$ cat src/rtl/mips8_ctrl_pkg.sv
// mips8_ctrl_pkg -- shared definitions for the 8-bit MIPS multi-cycle control unit.
// Holds the FSM state encoding, opcode values, instruction classes, ALU operation
// codes and the selB / selAddrMI mux encodings used by the data unit.
package mips8_ctrl_pkg;

  typedef enum logic [2:0] {
    S_FETCH  = 3'd0,
    S_DECODE = 3'd1,
    S_EXEC   = 3'd2,
    S_MEM    = 3'd3,
    S_WB     = 3'd4,
    S_HALT   = 3'd5,
    S_TRAP   = 3'd6
  } state_e;

  typedef enum logic [2:0] {
    C_RTYPE   = 3'd0,
    C_IMM     = 3'd1,
    C_LOAD    = 3'd2,
    C_STORE   = 3'd3,
    C_BRANCH  = 3'd4,
    C_JUMP    = 3'd5,
    C_HALT    = 3'd6,
    C_ILLEGAL = 3'd7
  } op_class_e;

  localparam logic [3:0] OP_ADD  = 4'h0;
  localparam logic [3:0] OP_SUB  = 4'h1;
  localparam logic [3:0] OP_AND  = 4'h2;
  localparam logic [3:0] OP_OR   = 4'h3;
  localparam logic [3:0] OP_XOR  = 4'h4;
  localparam logic [3:0] OP_ADDI = 4'h5;
  localparam logic [3:0] OP_LW   = 4'h6;
  localparam logic [3:0] OP_SW   = 4'h7;
  localparam logic [3:0] OP_BEQ  = 4'h8;
  localparam logic [3:0] OP_BNE  = 4'h9;
  localparam logic [3:0] OP_J    = 4'hA;
  localparam logic [3:0] OP_BCS  = 4'hB;
  localparam logic [3:0] OP_SLT  = 4'hC;
  localparam logic [3:0] OP_HALT = 4'hF;

  localparam logic [4:0] ALU_NOP = 5'd0;
  localparam logic [4:0] ALU_ADD = 5'd1;
  localparam logic [4:0] ALU_SUB = 5'd2;
  localparam logic [4:0] ALU_AND = 5'd3;
  localparam logic [4:0] ALU_OR  = 5'd4;
  localparam logic [4:0] ALU_XOR = 5'd5;
  localparam logic [4:0] ALU_SLT = 5'd6;

  localparam logic [1:0] SELB_REG = 2'd0;
  localparam logic [1:0] SELB_IMM = 2'd1;
  localparam logic [1:0] SELB_ONE = 2'd2;

  localparam logic [1:0] PC_INC    = 2'd0;
  localparam logic [1:0] PC_BRANCH = 2'd1;
  localparam logic [1:0] PC_JUMP   = 2'd2;
  localparam logic [1:0] PC_HOLD   = 2'd3;

  // Arithmetic opcodes whose signed overflow can raise a trap.
  function automatic logic is_ov_op(input logic [3:0] op);
    return (op == OP_ADD) || (op == OP_SUB) || (op == OP_ADDI);
  endfunction

endpackage

$ cat src/rtl/mips8_ctrl_decode.sv
// mips8_ctrl_decode -- combinational opcode decoder.
// Ports:
//   opcode   in  4        instruction[11:8]
//   op_class out          instruction class driving the FSM
//   op_alu   out OPALU_W  ALU operation for this opcode (NOP for J/HALT/illegal)
module mips8_ctrl_decode
  import mips8_ctrl_pkg::*;
#(
  parameter int OPALU_W = 5
) (
  input  logic [3:0]         opcode,
  output op_class_e          op_class,
  output logic [OPALU_W-1:0] op_alu
);

  // Opcode to class and ALU operation; branches compare via SUB.
  always_comb begin
    op_class = C_ILLEGAL;
    op_alu   = OPALU_W'(ALU_NOP);
    case (opcode)
      OP_ADD:  begin op_class = C_RTYPE;  op_alu = OPALU_W'(ALU_ADD); end
      OP_SUB:  begin op_class = C_RTYPE;  op_alu = OPALU_W'(ALU_SUB); end
      OP_AND:  begin op_class = C_RTYPE;  op_alu = OPALU_W'(ALU_AND); end
      OP_OR:   begin op_class = C_RTYPE;  op_alu = OPALU_W'(ALU_OR);  end
      OP_XOR:  begin op_class = C_RTYPE;  op_alu = OPALU_W'(ALU_XOR); end
      OP_SLT:  begin op_class = C_RTYPE;  op_alu = OPALU_W'(ALU_SLT); end
      OP_ADDI: begin op_class = C_IMM;    op_alu = OPALU_W'(ALU_ADD); end
      OP_LW:   begin op_class = C_LOAD;   op_alu = OPALU_W'(ALU_ADD); end
      OP_SW:   begin op_class = C_STORE;  op_alu = OPALU_W'(ALU_ADD); end
      OP_BEQ,
      OP_BNE,
      OP_BCS:  begin op_class = C_BRANCH; op_alu = OPALU_W'(ALU_SUB); end
      OP_J:    begin op_class = C_JUMP;   op_alu = OPALU_W'(ALU_NOP); end
      OP_HALT: begin op_class = C_HALT;   op_alu = OPALU_W'(ALU_NOP); end
      default: begin op_class = C_ILLEGAL; op_alu = OPALU_W'(ALU_NOP); end
    endcase
  end

endmodule

$ cat src/rtl/mips8_ctrl_fsm.sv
// mips8_ctrl_fsm -- multi-cycle control unit for the 8-bit MIPS core.
// Sequences FETCH/DECODE/EXEC/MEM/WB and drives the data unit's controls.
// Optional feature macro CU_TRAP_EN: illegal opcodes and ADD/SUB/ADDI overflow
// enter the sticky TRAP state instead of being ignored.
// Ports:
//   clk, rst (sync, active high); instruction[11:0]; z/co/ov ALU flags; memReady
//   opALU, selB, selAddrMI, selAw, selD, wR   data unit controls
//   irLoad, memRd, memWr                       strobes
//   halted, memErr (sticky), stateDbg          status
module mips8_ctrl_fsm
  import mips8_ctrl_pkg::*;
#(
  parameter int MEM_TIMEOUT = 15,
  parameter int OPALU_W     = 5
) (
  input  logic               clk,
  input  logic               rst,
  input  logic [11:0]        instruction,
  input  logic               z,
  input  logic               co,
  input  logic               ov,
  input  logic               memReady,
  output logic [OPALU_W-1:0] opALU,
  output logic [1:0]         selB,
  output logic [1:0]         selAddrMI,
  output logic               selAw,
  output logic               selD,
  output logic               wR,
  output logic               irLoad,
  output logic               memRd,
  output logic               memWr,
  output logic               halted,
  output logic               memErr,
  output logic [2:0]         stateDbg
);

`ifdef CU_TRAP_EN
  localparam logic TRAP_EN = 1'b1;
`else
  localparam logic TRAP_EN = 1'b0;
`endif

  localparam logic [8:0] TIMEOUT_LIM = 9'(MEM_TIMEOUT);

  state_e             state_q, state_d;
  logic [7:0]         cnt_q, cnt_d;
  logic               mem_err_q, mem_err_d;
  // Keeps every strobe low for the cycle(s) after a reset edge.
  logic               rst_hold_q, rst_hold_d;
  logic [8:0]         cnt_inc;
  logic [3:0]         opcode;
  op_class_e          op_class;
  logic [OPALU_W-1:0] op_alu;
  logic               ov_trap;
  logic               unused_bits;

  assign opcode      = instruction[11:8];
  assign cnt_inc     = {1'b0, cnt_q} + 9'd1;
  assign ov_trap     = TRAP_EN & ov & is_ov_op(opcode);
  assign memErr      = mem_err_q;
  assign stateDbg    = state_q;
  assign unused_bits = ^{instruction[7:0], ov};

  mips8_ctrl_decode #(.OPALU_W(OPALU_W)) u_decode (
    .opcode   (opcode),
    .op_class (op_class),
    .op_alu   (op_alu)
  );

  // State, timeout counter and sticky error registers.
  always_ff @(posedge clk) begin
    if (rst) begin
      state_q    <= S_FETCH;
      cnt_q      <= 8'd0;
      mem_err_q  <= 1'b0;
      rst_hold_q <= 1'b1;
    end else begin
      state_q    <= state_d;
      cnt_q      <= cnt_d;
      mem_err_q  <= mem_err_d;
      rst_hold_q <= rst_hold_d;
    end
  end

  // Next-state and Moore output decode.
  always_comb begin
    state_d    = state_q;
    cnt_d      = 8'd0;
    mem_err_d  = mem_err_q;
    rst_hold_d = 1'b0;
    opALU      = OPALU_W'(ALU_NOP);
    selB       = SELB_REG;
    selAddrMI  = PC_HOLD;
    selAw      = 1'b0;
    selD       = 1'b0;
    wR         = 1'b0;
    irLoad     = 1'b0;
    memRd      = 1'b0;
    memWr      = 1'b0;
    halted     = (state_q == S_HALT) || (state_q == S_TRAP);
    if (rst_hold_q) begin
      state_d = S_FETCH;
    end else begin
      case (state_q)
        S_FETCH: begin
          irLoad  = 1'b1;
          state_d = S_DECODE;
        end
        S_DECODE: begin
          case (op_class)
            C_JUMP: begin
              selAddrMI = PC_JUMP;
              state_d   = S_FETCH;
            end
            C_HALT: begin
              state_d = S_HALT;
            end
            C_ILLEGAL: begin
              // Without the trap feature an illegal opcode runs as a NOP.
              selAddrMI = TRAP_EN ? PC_HOLD : PC_INC;
              state_d   = TRAP_EN ? S_TRAP : S_EXEC;
            end
            default: begin
              selAddrMI = PC_INC;
              state_d   = S_EXEC;
            end
          endcase
        end
        S_EXEC: begin
          opALU = op_alu;
          case (op_class)
            C_RTYPE, C_IMM: begin
              selB    = (op_class == C_IMM) ? SELB_IMM : SELB_REG;
              state_d = ov_trap ? S_TRAP : S_WB;
            end
            C_LOAD, C_STORE: begin
              selB    = SELB_IMM;
              state_d = S_MEM;
            end
            C_BRANCH: begin
              selB = SELB_REG;
              if (opcode == OP_BCS) begin
                selAddrMI = co ? PC_BRANCH : PC_HOLD;
              end else begin
                selAddrMI = (z ^ (opcode == OP_BNE)) ? PC_BRANCH : PC_HOLD;
              end
              state_d = S_FETCH;
            end
            default: begin
              state_d = S_FETCH;
            end
          endcase
        end
        S_MEM: begin
          opALU = op_alu;
          selB  = SELB_IMM;
          memRd = (op_class == C_LOAD);
          memWr = (op_class == C_STORE);
          // Completion has priority over the timeout on the same cycle.
          if (memReady) begin
            state_d = (op_class == C_LOAD) ? S_WB : S_FETCH;
          end else if (cnt_inc == TIMEOUT_LIM) begin
            mem_err_d = 1'b1;
            state_d   = S_HALT;
          end else begin
            cnt_d = cnt_inc[7:0];
          end
        end
        S_WB: begin
          opALU   = op_alu;
          selB    = ((op_class == C_IMM) || (op_class == C_LOAD)) ? SELB_IMM : SELB_REG;
          wR      = 1'b1;
          selD    = (op_class == C_LOAD);
          selAw   = (op_class == C_RTYPE);
          state_d = S_FETCH;
        end
        S_HALT, S_TRAP: begin
          state_d = state_q;
        end
        default: begin
          state_d = S_FETCH;
        end
      endcase
    end
  end

endmodule

$ cat config.mk
export PLATFORM = sky130hd
export DESIGN_NAME = mips8_ctrl_fsm
export DESIGN_NICKNAME = d
export VERILOG_FILES = /design/src/rtl/mips8_ctrl_pkg.sv /design/src/rtl/mips8_ctrl_decode.sv /design/src/rtl/mips8_ctrl_fsm.sv
export SDC_FILE = /design/constraint.sdc
export NUM_CORES = 1
export LEC_CHECK = 0
export CAP_MARGIN = 10
export CELL_PAD_IN_SITES_DETAIL_PLACEMENT = 1
export CELL_PAD_IN_SITES_GLOBAL_PLACEMENT = 1
export CORE_ASPECT_RATIO = 0.7
export CORE_UTILIZATION = 32
export DETAILED_ROUTE_END_ITERATION = 7
export PLACE_DENSITY = 0.8
export SETUP_SLACK_MARGIN = 0.5
export SLEW_MARGIN = 40
export SYNTH_ARGS = -nofsm -noshare
export SYNTH_HDL_FRONTEND = slang
export SYNTH_SLANG_ARGS = --single-unit
$ cat constraint.sdc
create_clock -name clk -period 2.35 [get_ports clk]
set_input_delay 0.235 -clock clk [delete_from_list [all_inputs] [get_ports clk]]
set_output_delay 0.235 -clock clk [all_outputs]
set_load 0.02 [all_outputs]
# After elaboration in Yosys (flattened, before gate mapping)
# Memory sizes are Yosys's and may differ from the RTL's.
# Index checks and enable logic that the tools add are counted.
# word_totals
memories,1
elab_cells,72
in_bits,18
out_inout_bits,20
rom_bits,96
register_bits,13
# mem_list
name,depth,word_bits,rd,rd_clocked_by_memory_dff,wr,line_no,rtl
(no name shown),16,6,1,0,0,mips8_ctrl_decode.sv:20,case (opcode)
# op_classes
n_reduce_logical,12
n_bitwise,5
addsub,1
n_eq_ne,16
n_mux,33
# op_table
op,n
$eq 3x3->1 const B,6
$mux 1,15
$pmux 3 s5,1
$eq 3x2->1 const B,4
$mux 2,6
$pmux 3 s2,2
$mux 5,2
$add 8x1->9 const B,1
$eq 9x4->1 const B,1
$mux 3,3
$eq 4x4->1 const B,2
$pmux 2 s2,2
$reduce_or 2->1,4
$eq 3x1->1 const B,2
$logic_not 3->1,2
$reduce_or 5->1,1
$not 1->1,4
$reduce_and 4->1,1
$ne 3x3->1 const B,1
$pmux 1 s3,1
$reduce_or 3->1,1
$logic_or 1x1->1,2
$pmux 1 s2,1
$reduce_and 2->1,1
$xor 1x1->1,1

# Logic depth before layout (Yosys ltp)
# logic_depth
depth_word,7
depth_mapped,6
mapped_depth_nobuf,6

# Modules after synthesis
# From an unflattened synthesis, not the netlist that was laid out.
# unflattened
cells_unflattened,140
hier_area_um2,1064.8
# by_module_without_submodules
module,n_inst,cells_each,area_per_inst_um2,seq_area_each_um2
mips8_ctrl_fsm,1,117,893.4,260.2
mips8_ctrl_decode,1,23,171.4,0.0

# Worst setup path after synthesis
# Ideal clock, no wire load.
# synth_path
path_kind,reg2out
start,"register state_q[2], in the netlist stateDbg[2]"
end,output port selAw
path_slack_ps,223
path_stages_with_launch,5
path_buffers,1
required_ps,2115
arrival_time_ps,1892
path_cell_list,dfxtp_1 > clkbuf_1 > or3b_2 > nor2_1 > o311a_1
# synth_between
elab_chain_len,3
# synth_rtl
element,line_no,rtl
"start, declared",mips8_ctrl_fsm.sv:45,"state_e state_q, state_d;"
"start signal, assigned",mips8_ctrl_fsm.sv:78,state_q <= state_d;
$eq 3x3->1,mips8_ctrl_fsm.sv:104,case (state_q)
$mux 1,mips8_ctrl_fsm.sv:104,
$mux 1,mips8_ctrl_fsm.sv:101,if (rst_hold_q) begin
"end, declared",mips8_ctrl_fsm.sv:26,"output logic selAw,"
# Every way passes these cells.

# Worst setup path in the final report
# layout_path
start,"register state_q[0], in the netlist stateDbg[0]"
end,output port selB[0]
# layout_between
elab_chain_len,3
elab_cells_between_ends,5
classes_between,3 x eq/ne; 2 x mux
# layout_rtl
element,line_no,rtl
$eq 3x3->1 or $eq 3x2->1 (tied branches),mips8_ctrl_fsm.sv:104,
$pmux 1 s3 *,mips8_ctrl_fsm.sv:104,
$mux 2 *,mips8_ctrl_fsm.sv:101,
"end, declared",mips8_ctrl_fsm.sv:24,"output logic [1:0] selB,"
# Mark *: on every way between the ends. The rest lies on a longest branch, timed or not.

==> results_dict.tcl <==
set metrics [dict create \
    place_congestion 0.9186 \
    final_cells 225 \
    maxCapViolCount 0 \
    port_buffers 25 \
    grt_max_degree 15 \
    clk_pin_slew_worst_paths_ns 0.06 \
    rsz0062_at_grt "true" \
    grt_pass1_wl_um 6858 \
    synth-seq-cells 13 \
    synth_area_per_cell_um2 7.852 \
    dieArea_um2 3627 \
    clock_sinks 13 \
    setup_violations 0 \
    ir_worst_vdd_mv 0.2521 \
    total_leakage_power_nw 0.7563 \
    cts-htree-levels 1 \
    root_buffer "clkbuf_8" \
    cts_buffer_depth 2 \
    fin_nets 214 \
    ys_async_sr_fraction_pct 0 \
    drive_gt1_share_pct 45.45 \
    final_design_area_no_fill_um2 1821 \
    placed_area_um2 1524 \
    placedCellCount 214 \
    multi_input_area_um2 954.7 \
    slew_headroom_pct 54.99 \
    via_per_inst 5.960 \
    ys_top_cells_by_area "dfxtp_1 24%, ha_1 9.2%, nor2_1 5.2%" \
    seqCellArea_um2 265.3 \
    antenna_found_initial 0 \
    hp-class "reg2reg" \
    cts_buffers 3 \
    max_freq_mhz 520.9 \
    fp.dieH_um 50.69 \
    drc_errors 0 \
    place_hpwl_um 2792 \
    utilization_pct 57.06 \
    synth_commonest_cells "15 x nor2_1, 13 x dfxtp_1, 9 x inv_1" \
    slew_viol_final 0 \
    status "finished clean" \
    syn_inst 138 \
    synth_warnings 0 \
    worst_pin_slew_ns 0.6703 \
    tritoncts "done" \
    routed_wl_um 5089 \
    dp_slack_ns -0.5327 \
    path_class "reg2out" \
    synth_area_um2 1084 \
    synthFlopType "dfxtp_1" \
    synth_edf_count 0 \
    path_max_fanout 4 \
    ys_seq_area_share_pct 24.02 \
    grt.overflow.total 0 \
    fin_ws_ns 0.4303 \
    drt_first_pass_iters 4 \
    clock_latency_ns 0.25 \
    antenna_left 0 \
    syn2layout_area_growth_pct 68.01 \
    hold_violations 0 \
    finalCritPeriodShare_pct 81.69 \
    fillers 378 \
    netlist.top_cell.by_area "dfxtp_1" \
    cp_cell_sequence "or3b_4, nor4_4, o21ai_2, a21oi_2, buf_4" \
    power_density_nw_per_um2 354.5 \
    drt_iter0_drc 114 \
    synth_top_area_share_pct 24.02 \
    num_antenna_cells 0 \
    rows 17 \
    grt_pass1_vias 1358 \
    cpPeakStageDelay_ns 0.47 \
    endpoint_kind "output pin" \
    die_x_um 71.55 \
    startpoint_type "register" \
    initial_utilization_pct 33.96 \
    coreArea_um2 3191 \
    post-route-min-period_ns 1.920 \
    arrival_ns 1.68 \
    fin_setup_tns_ns 0 \
    worst_clock_skew_ns 0.003160 \
    synth.most_common_cell "nor2_1" \
    pin_count 38 \
    num_vias 1341 \
    critPathRequiredTime_ns 2.12 \
    wl_per_cell_um 22.62 \
    grtUsageTotal_pct 24.82 \
    synth_cell_types 52 \
    cp_slowest_cell "or3b_4" \
]
## critical path: cells and delay by family (launching register included)
family / cells / cell delay, ns
and+or+nand+nor: 2 / 0.64
AOI/OAI and AO/OA: 2 / 0.26
DFF: 1 / 0.36
buffers and inverters: 1 / 0.17
## layout make-up
| class | count | area share [%] |
|---|---|---|
| Multi-Input combinational cell | 108 | 52.44 |
| Timing Repair Buffer | 53 | 25.50 |
| Inverter | 9 | 2.405 |
| Clock buffer | 4 | 2.474 |
| Tap cell | 38 | 2.612 |
| Sequential cell | 13 | 14.57 |
## cells by family after synthesis
group	count (synthesis)	share of synthesized area, %
compound gates	29	19.98
fa+ha+maj	8	9.238
simple gates	57	29.33
other cells	1	0.3461
xor+xnor	8	6.466
buf+inv	19	7.620
flops	13	24.02
mux	3	3.002
## path summary, 6_finish.rpt
kind / from / end / slack [ns] / cells past startpoint
worst max-delay path: stateDbg[0] / selB[0] / 0.43 / 5
worst min-delay path: cnt_q[0] / cnt_q[0] / 0.45 / 1
worst max register to register: cnt_q[1] / stateDbg[0] / 0.55 / 5
worst min register to register: cnt_q[0] / cnt_q[0] / 0.45 / 1
## registers in the layout (all words and copies together) (netlist names)
signal and flops:
rst_hold_q 1, memErr 1, cnt_q 8, stateDbg 3
## through the flow
stage	hold slack [ns]	total power, W
5_1_grt	0.4681	0.0006735
2_1_floorplan	0.2627	0.0003112
3_5_place_dp	0.4457	0.0003813
6_report	0.4522	0.0006453
3_3_place_gp	0.4367	0.0003756
4_1_cts	0.4583	0.0006158
## power by group
group / leakage [nW] / switching, W / internal [W]
combinational: 0.626 / 0.000110 / 0.000102
sequential: 0.107 / 0.00000603 / 0.000224
clock: 0.0228 / 0.0000837 / 0.000120
## cell usage in the layout, fill, tap and decap left out, drive strengths merged, types with 5 or more instances in the layout
| master | instances |
|---|---|
| dfxtp | 13 |
| nand2 | 7 |
| nor2 | 15 |
| clkdlybuf4s50 | 8 |
| o21ai | 5 |
| inv | 9 |
| nand3 | 5 |
| buf | 38 |
| clkbuf | 7 |
| ha | 8 |
## layer usage
layer | share of wire, % | vias up | track usage, %
met5 | 0 | - | 0
met4 | 3.9 | 0 | 8.497
met3 | 5.6 | 24 | 6.827
met2 | 48 | 65 | 41.90
met1 | 42 | 662 | 30.56
li1 | - | 590 | -
## what timing repair did
item | 4_1_cts | 5_1_grt
endpoints found under the hold margin | 0 | 0
endpoints found under the setup margin | 16 | 19
setup buffers | 5 | 2
pin swaps | 7 | 10
gates resized for setup | 81 | 39
hold buffers | 0 | 0
Power figures use the tool's default switching activity.
==> RTL change, RTL diff (same flow settings) <==
Change the localparam `TRAP_EN` from 1'b0 to 1'b1.
--- a/src/rtl/mips8_ctrl_fsm.sv
+++ b/src/rtl/mips8_ctrl_fsm.sv
@@ -39,3 +39,3 @@
 `else
-  localparam logic TRAP_EN = 1'b0;
+  localparam logic TRAP_EN = 1'b1;
 `endif
Check against the original RTL: not equivalent (a bounded check fails within 4 cycles, from zero or initial values and one cycle with rst high).
==> RTL change against the unedited design <==
Power fell by 7.3%. Sequential cell count did not move. Die area rose by 1.3%. Via count fell by 5.1%. Cell area fell by 7.4%. Synthesized area rose by 1.4%. Critical path depth rose by 3. Combinational power fell by 22%. Wire length fell by 13%. Synthesized cell count rose by 2.2%. Setup slack improved by 0.079 ns.
==> RTL change: results (changes against the unedited design) <==
| Metric | Value |
|---|---|
| Result of the run | finished, final reports clean |
| Area fraction in compound gates after synthesis | 0.192 (-0.00729) |
| Pin count of the biggest net entering global routing | 12 (-3) |
| Highest-delay cell along the critical path | mux2_4 |
| Clock-pin slew on the worst setup and hold paths | 0.06 ns (about the same) |
| Highest ir drop seen on vdd | 312 µV (+24%) |
| Mean number of vias per cell | 5.39 (-9.6%) |
| Count of non-filler cells in the finished layout | 236 (+4.9%) |
| FILL cells | 383 (+1.3%) |
| Wire length per cell after detailed routing | 18.8 µm (-17%) |
| Xor-xnor portion of the synthesized cell area | 0.0626 (-0.00202) |
| Unique cell type count in the Yosys netlist | 44 (-15%) |
| Instance count after placement with tap cells included | 226 (+5.6%) |
| Adder-cell area share of the yosys netlist | 0.0911 (-0.00126) |
| Wire length of the first global-routing pass | 7020 µm (+2.3%) |
| DPL Wire Length | 2950 µm (+5.5%) |
| Flip-flop count of the largest register, all copies and words added | 8 (unchanged) |
| Cell family contributing the most delay on the critical path | buffers and inverters |
| Port buffer count | 26 (+4.0%) |
| GRT Overall Usage | 0.257 (+0.00841) |
| Number of antenna violations at the first check in global routing | 0 (unchanged) |
| Cell area after placement | 1540 µm² (+0.74%) |
| Top area cells in the synthesized netlist | dfxtp_1, ha_1, nor2_1 |
| Standby leakage power | 0.664 nW (-12%) |
| Yosys warning total | 0 (unchanged) |
| Synthesized instance count | 141 (+2.2%) |
| Worst clock skew | 0.00415 ns (+0.000986 ns) |
| Total CTS buffers | 3 (unchanged) |
| Final net count | 216 (+0.93%) |
| Top flip-flop cell by instance count after synthesis | dfxtp_1 |
| Number of global-route vias before repair | 1,327 (-2.3%) |
| Share of post-route cells with drive strength above 1 | 0.349 (-0.105) |
| Starting DRT DRC Count | 73 (-36%) |
| Slowest Stage Delay on Critical Path | 0.29 ns (-0.18 ns) |
| Root buf cell | clkbuf_8 |
| Crit path DAT | 1.61 ns (-0.07 ns) |
| Mux contribution to synthesized area | 0.0194 (-0.0107) |
| Pre-antenna DRT Iters | 4 (unchanged) |
| Portion of the post-synthesis area used by sequential elements | 0.237 (-0.00328) |
| Final weighted congestion in routability-driven placement | 0.887 (-3.4%) |
| Post-synth top cells | nor2_1, dfxtp_1, ha_1 |
[RTL change: per-stage QoR]
stage	util	hold slack (ns)	setup WS [ns]	TNS (ns)
after floorplan	-	0.263	0.511	0
after global placement	0.478	0.461	-0.238	-0.931
after detailed placement	0.478	0.481	-0.333	-1.40
after CTS	0.516	0.489	0.501	0
after global routing	0.525	0.515	0.445	0
final	0.525	0.483	0.509	0
[RTL change: final cells by class]
cell class / instances / area (µm²) / share of cell area
clock buffers: 3 / 41.3 / 0.0245
clock inverters: 1 / 5.00 / 0.00297
inverters: 6 / 22.5 / 0.0134
multi-input cells: 115 / 861 / 0.510
flip-flops and latches: 13 / 265 / 0.157
well taps: 47 / 58.8 / 0.0349
repair buffers: 51 / 433 / 0.257
[RTL change: where the power goes]
part / switching [mW] / internal [mW]
sequential: 0.00584 / 0.222
combinational: 0.0883 / 0.0767
clock: 0.0883 / 0.117
total: 0.182 / 0.416
[RTL change: final timing paths]
check,startpoint,end,slack [ns],cells after the start
worst max-delay path,instruction[8],selAw,0.51,8
worst min-delay path,memErr,memErr,0.48,2
worst max register to register,cnt_q[0],cnt_q[2],0.68,5
worst min register to register,memErr,memErr,0.48,2
[RTL change: logic make-up after synthesis]
logic type	count (synthesis)
mux	2
other cells	1
simple gates	66
compound gates	29
fa+ha+maj	8
xor+xnor	7
buf+inv	15
flops	13
[RTL change: metal layers]
metal  GRT usage  part of all wire  up-vias
li1            -                 -      591
met1       0.349              0.46      610
met2       0.432              0.47       66
met3      0.0414             0.070        5
met4      0.0458            0.0072        0
met5           0                 0        -
[RTL change: what timing repair did]
action / CTS / global route
endpoints found under the setup margin: 15 / 13
pin swaps: 2 / 4
buffers inserted: 6 / 0
resized for setup: 56 / 18
[RTL change: worst reg2reg max path, cell delays in order, from the launching register on]
cell     delay, ns
dfxtp_1       0.44
ha_1          0.27
xnor2_1       0.16
nor4b_4       0.32
a41o_4        0.32
nor2_2        0.05
